<file path="src/rtl/multdiv_pkg.sv">
// Shared types, widths and helpers for the multicycle signed multiply/divide unit.
package multdiv_pkg;

    localparam int unsigned DATA_W      = 32;
    localparam int unsigned CNT_W       = 5;
    localparam int unsigned LAST_ITER   = 31;
    localparam int unsigned MULTDIV_LAT = 33;

    typedef enum logic [2:0] {
        IDLE,
        MULT,
        DIV,
        FIX,
        DONE
    } state_t;

    function automatic logic [DATA_W-1:0] neg_val(input logic [DATA_W-1:0] x);
        return ~x + DATA_W'(1);
    endfunction

    // Unsigned magnitude; the most negative value maps onto itself, which is exact as unsigned.
    function automatic logic [DATA_W-1:0] abs_val(input logic [DATA_W-1:0] x);
        return x[DATA_W-1] ? neg_val(x) : x;
    endfunction

endpackage

</file>
<file path="src/rtl/div_step.sv">
// One restoring-division step: shift in the next dividend bit, trial-subtract the divisor.
module div_step
    import multdiv_pkg::*;
(
    input  logic [DATA_W-1:0] rem,
    input  logic              dividend_bit,
    input  logic [DATA_W-1:0] divisor,
    output logic [DATA_W-1:0] rem_nxt_c,
    output logic              q_bit_c
);

    logic [DATA_W:0] shifted;
    logic [DATA_W:0] trial;

    assign shifted = {rem, dividend_bit};
    assign trial   = shifted - {1'b0, divisor};

    // Remainder stays below the divisor, so a set top bit of the trial can only mean a borrow.
    assign q_bit_c   = ~trial[DATA_W];
    assign rem_nxt_c = q_bit_c ? trial[DATA_W-1:0] : shifted[DATA_W-1:0];

endmodule

</file>
<file path="src/rtl/mult_div_unit.sv">
// Multicycle signed multiply/divide, one bit per clock, result on HI/LO with a done pulse.
// Optional early divide-by-zero completion is enabled by defining MULTDIV_DIVZERO_EN.
module mult_div_unit
    import multdiv_pkg::*;
(
    input  logic              clk,
    input  logic              reset,
    input  logic [DATA_W-1:0] A,
    input  logic [DATA_W-1:0] B,
    input  logic              multStart,
    input  logic              divStart,
    output logic [DATA_W-1:0] HI,
    output logic [DATA_W-1:0] LO,
    output logic              busy,
    output logic              done,
    output logic              divZero
);

    state_t state, state_nxt;

    logic [CNT_W-1:0]    cnt;
    logic [2*DATA_W-1:0] acc;
    logic [DATA_W-1:0]   opnd;
    logic                res_neg;
    logic                rem_neg;
    logic                b_zero;
    logic                op_div;

    logic                dz_start_c;
    logic [DATA_W:0]     mult_sum_c;
    logic [2*DATA_W-1:0] mult_nxt_c;
    logic [2*DATA_W-1:0] div_nxt_c;
    logic [2*DATA_W-1:0] prod_neg_c;
    logic [DATA_W-1:0]   div_rem_c;
    logic                div_q_c;

`ifdef MULTDIV_DIVZERO_EN
    assign dz_start_c = divStart && (B == '0);
`else
    assign dz_start_c = 1'b0;
`endif

    // Shift-add: accumulator upper half gathers partial sums, lower half holds the multiplier.
    assign mult_sum_c = {1'b0, acc[2*DATA_W-1:DATA_W]} + (acc[0] ? {1'b0, opnd} : '0);
    assign mult_nxt_c = {mult_sum_c, acc[DATA_W-1:1]};
    assign prod_neg_c = ~acc + (2*DATA_W)'(1);

    // Restoring divide: upper half is the remainder, lower half shifts dividend out / quotient in.
    div_step u_div_step (
        .rem          (acc[2*DATA_W-1:DATA_W]),
        .dividend_bit (acc[DATA_W-1]),
        .divisor      (opnd),
        .rem_nxt_c    (div_rem_c),
        .q_bit_c      (div_q_c)
    );

    assign div_nxt_c = {div_rem_c, acc[DATA_W-2:0], div_q_c};

    always_ff @(posedge clk or posedge reset) begin
        if (reset) begin
            state <= IDLE;
        end else begin
            state <= state_nxt;
        end
    end

    always_comb begin
        state_nxt = state;
        case (state)
            IDLE: begin
                if (multStart) begin
                    state_nxt = MULT;
                end else if (divStart) begin
                    state_nxt = dz_start_c ? DONE : DIV;
                end
            end
            MULT, DIV: begin
                if (cnt == '0) begin
                    state_nxt = FIX;
                end
            end
            FIX:     state_nxt = DONE;
            DONE:    state_nxt = IDLE;
            default: state_nxt = IDLE;
        endcase
    end

    // Datapath and registered outputs; HI/LO change only on the FIX edge or an early divide-by-zero.
    always_ff @(posedge clk or posedge reset) begin
        if (reset) begin
            cnt     <= '0;
            acc     <= '0;
            opnd    <= '0;
            res_neg <= 1'b0;
            rem_neg <= 1'b0;
            b_zero  <= 1'b0;
            op_div  <= 1'b0;
            HI      <= '0;
            LO      <= '0;
            busy    <= 1'b0;
            done    <= 1'b0;
            divZero <= 1'b0;
        end else begin
            done    <= 1'b0;
            divZero <= 1'b0;
            busy    <= (state_nxt != IDLE);
            case (state)
                IDLE: begin
                    if (multStart || divStart) begin
                        res_neg <= A[DATA_W-1] ^ B[DATA_W-1];
                        rem_neg <= A[DATA_W-1];
                        b_zero  <= (B == '0);
                        cnt     <= CNT_W'(LAST_ITER);
                    end
                    if (multStart) begin
                        op_div <= 1'b0;
                        opnd   <= abs_val(A);
                        acc    <= {{DATA_W{1'b0}}, abs_val(B)};
                    end else if (divStart) begin
                        op_div <= 1'b1;
                        opnd   <= abs_val(B);
                        acc    <= {{DATA_W{1'b0}}, abs_val(A)};
                        if (dz_start_c) begin
                            HI      <= A;
                            LO      <= '1;
                            done    <= 1'b1;
                            divZero <= 1'b1;
                        end
                    end
                end
                MULT: begin
                    acc <= mult_nxt_c;
                    if (cnt != '0) begin
                        cnt <= cnt - CNT_W'(1);
                    end
                end
                DIV: begin
                    acc <= div_nxt_c;
                    if (cnt != '0) begin
                        cnt <= cnt - CNT_W'(1);
                    end
                end
                FIX: begin
                    done <= 1'b1;
                    if (!op_div) begin
                        {HI, LO} <= res_neg ? prod_neg_c : acc;
                    end else begin
                        // A zero divisor yields an all-ones quotient that must not be sign-corrected.
                        LO <= (res_neg && !b_zero) ? neg_val(acc[DATA_W-1:0]) : acc[DATA_W-1:0];
                        HI <= rem_neg ? neg_val(acc[2*DATA_W-1:DATA_W]) : acc[2*DATA_W-1:DATA_W];
                    end
                end
                default: begin
                end
            endcase
        end
    end

endmodule

</file>
<file path="config.mk">
export PLATFORM = sky130hd
export DESIGN_NAME = mult_div_unit
export DESIGN_NICKNAME = d
export VERILOG_FILES = /design/src/rtl/multdiv_pkg.sv /design/src/rtl/div_step.sv /design/src/rtl/mult_div_unit.sv
export SDC_FILE = /design/constraint.sdc
export NUM_CORES = 1
export LEC_CHECK = 0
export CELL_PAD_IN_SITES_DETAIL_PLACEMENT = 1
export CELL_PAD_IN_SITES_GLOBAL_PLACEMENT = 2
export CORE_MARGIN = 8
export CORE_UTILIZATION = 30
export CTS_CLUSTER_SIZE = 16
export DETAILED_ROUTE_END_ITERATION = 8
export GPL_ROUTABILITY_DRIVEN = 0
export PLACE_DENSITY_LB_ADDON = 0.1
export SYNTH_ARGS = -nofsm -noshare
export SYNTH_HDL_FRONTEND = slang
export SYNTH_SLANG_ARGS = --single-unit
</file>
<file path="constraint.sdc">
create_clock -name clk -period 4.8 [get_ports clk]
set_input_delay 0.48 -clock clk [delete_from_list [all_inputs] [get_ports clk]]
set_output_delay 0.48 -clock clk [all_outputs]
set_load 0.005 [all_outputs]
</file>
==> flow_summary_export.csv <==
group,metric,value,unit
status,status,"finished, final reports clean",
place,hpwlAfterDp,43.6,mm
clock_network,hold_buffers,0,
timing,final.min_clock_period,4050,ps
timing,slew_headroom,0.241,
worst_setup_path,critPathSlowestCell,"clkinv_1",
logic_synthesis,synth_edf_count,0,
route,wl_per_cell,22.9,microns
floorplan,fp.dieH,231,microns
floorplan,start_util,0.302,
layout,post-route-util,0.356,
logic_synthesis,yosysWarnings,0,
worst_setup_path,timing.rr.start,"acc[0]",
worst_setup_path,start_kind,"flop",
layout,final_cell_mix,"198 x nand2_1, 191 x o21ai_0, 174 x dfrtp_1, 137 x nor2_1, 132 x clkdlybuf4s50_1",
logic_synthesis,synth-seq-cells,174,
clock_network,clock_latency,500,ps
floorplan,fp.dieArea,53600,sq um
power_and_ir_drop,pwr_density_cell,827,nW/um^2
timing,rsz0062_at_grt,"false",
timing,tightest_slew,1130,ps
route,ant_nets,0,
route,firstDrtPassIters,5,
layout,area_growth,18.0,%
logic_synthesis,netlist-cell-type-count,86,
floorplan,core,46200,sq um
route,vias,13200,
clock_network,post_cts_resized,0,
timing,setup_viol_count_final,0,
grt,grt_antenna_before_repair,0,
layout,final_common_cell,"nand2_1",
worst_setup_path,critPathKind,"reg -> reg",
worst_setup_path,crit_path_frequent_cell,"a21oi_1",
timing,finalCritPeriodShare,0.843,
timing,hold_violations,0,
route,vias_per_cell,5.47,
floorplan,std_cell_rows,79,
grt,overflow,0,
logic_synthesis,synthesis.area,13900,sq um
layout,n_antenna_cell,0,
grt,grt_pass1_vias,13800,
clock_network,post_cts_buffers,0,
logic_synthesis,syn_inst,1709,
power_and_ir_drop,power,13.6,mW
layout,fillers,5459,
worst_setup_path,endpoint_kind,"flop",
clock_network,h-tree-depth,4,
worst_setup_path,worstPathArrival,4390,ps
route,drt-total-wl,55.2,mm
logic_synthesis,syn-num-nets,1848,
power_and_ir_drop,ir_drop,339,uV
clock_network,cts_tree,"built",
route,drc,0,
clock_network,cts_inserted_buffers,17,
grt,grt_max_degree,144,
logic_synthesis,postSynthAreaPerCell,8.15,sq um
worst_setup_path,cp_slowest_stage_delay,460,ps
floorplan,die_x,231,microns
clock_network,clock_path_buffers,2,
logic_synthesis,async_flop_share,1.00,
logic_synthesis,synthFlopType,"dfrtp_1",
timing,hold_slack,476,ps
worst_setup_path,path_cells,"clkinv_1, buf_4, nor2_1, ha_1, and4_1, a21oi_1, o211ai_1, a31oi_1, o21ai_0, a21oi_1, a211oi_1, a221oi_1, o221ai_1",
clock_network,clk_pin_slew,70,ps
layout,layout.nets,1932,
worst_setup_path,crit_required,5140,ps
logic_synthesis,seq_area_frac_synth,0.313,
grt,grt_usage,0.206,
place,dp_slack,696,ps
worst_setup_path,rr_worst_depth,13,
timing,fmax,247,MHz
layout,final_layout_size_suffix_gt1_frac,0.0543,
timing,drv_slew,0,
timing,fin_ws,752,ps
worst_setup_path,rrSetupSlack,750,ps
worst_setup_path,r2r_end,"acc[63]",
place,io_buffers,133,
grt,grt_pass1_wl,85.1,mm
floorplan,io_pins,135,
clock_network,cts_sinks,174,
timing,clock_skew,20.0,ps
worst_setup_path,crit_fanout,14,
clock_network,root_buffer,"clkbuf_16",
power_and_ir_drop,leakage,6.93,nW
worst_hold_path,hold_class,"in -> async",
timing,finalSetupTns,0,ps
route,drtIter0Drc,720,
run,maxCapViolCount,0,
[final cells by class]
| cell class | instances | area, sq um | area share |
|---|---|---|---|
| sequential | 174 | 4350 | 0.265 |
| clock inverter | 13 | 121 | 0.00739 |
| multi-input combinational | 1377 | 8980 | 0.546 |
| clock buffer | 18 | 429 | 0.0261 |
| tap | 607 | 759 | 0.0462 |
| inverter | 64 | 244 | 0.0148 |
| timing repair buffer | 159 | 1550 | 0.0941 |
[worst max path at each step]
stage | to | from | slack [ps] | cells past startpoint
floorplan | acc[54] | acc[31] | 1500 | 12
global placement | acc[32] | acc[31] | 880 | 13
detailed placement | acc[63] | acc[0] | 700 | 13
CTS | acc[63] | acc[0] | 650 | 13
global route | acc[61] | acc[0] | 340 | 12
finish | acc[63] | acc[0] | 750 | 13
[through the flow]
| step | area [sq um] | instances |
|---|---|---|
| floorplan | 13900 | 1709 |
| global placement | 15900 | 2381 |
| detailed placement | 15900 | 2381 |
| CTS | 16400 | 2412 |
| global route | 16400 | 2412 |
| finish | 16400 | 2412 |
[sequential cells by signal, summed over array words and instances (netlist names)]
name     count
opnd        32
busy         1
state        3
LO          32
cnt          5
op_div       1
res_neg      1
acc         64
rem_neg      1
b_zero       1
HI          32
done         1
[Yosys cell counts, drive strengths merged (14+ instances only)]
library cell / count / area, sq um
nor3: 36 / 180
clkbuf: 84 / 317
o221ai: 14 / 123
dfrtp: 174 / 4350
o41ai: 15 / 158
a21o: 28 / 210
nand3: 25 / 125
nand2b: 15 / 93.8
a31oi: 21 / 131
inv: 63 / 236
o31ai: 22 / 179
o21ai: 198 / 998
nor2: 138 / 518
xnor2: 83 / 734
a22oi: 42 / 315
nand2: 199 / 749
mux2i: 31 / 310
ha: 69 / 863
a21oi: 114 / 571
xor2: 90 / 796
o211ai: 15 / 113
or3: 19 / 124
[logic make-up (layout without fill, tap and decap cells)]
family	Yosys count	count (layout)	share of synthesized area
other	1	1	0.000269
xor gates and xnor gates	173	173	0.110
and+or+nand+nor	524	524	0.177
DFF	174	174	0.313
muxes	36	36	0.0263
AOI/OAI and AO/OA	572	572	0.264
buffers and inverters	158	254	0.0445
adders and majority gates	71	71	0.0649
[routing by layer]
metal	wire length, microns	GRT usage
met1	25700	0.271
met2	26100	0.339
met4	1380	0.0687
met3	1990	0.0362
met5	0	0
[power by group]
group | switching (mW) | total [mW] | internal [mW]
registers | 0.935 | 3.14 | 2.21
clock network | 0.720 | 1.40 | 0.682
logic | 5.42 | 9.05 | 3.63
[critical path, delay by kind of cell (launching register included)]
| kind | cells | cell delay (ps) |
|---|---|---|
| AO/OA/AOI/OAI | 8 | 2000 |
| adder cells (fa/ha/maj) | 1 | 280 |
| buffers and inverters | 2 | 820 |
| flip-flops | 1 | 450 |
| AND/OR/NAND/NOR | 2 | 340 |
Power figures use the tool's default switching activity.
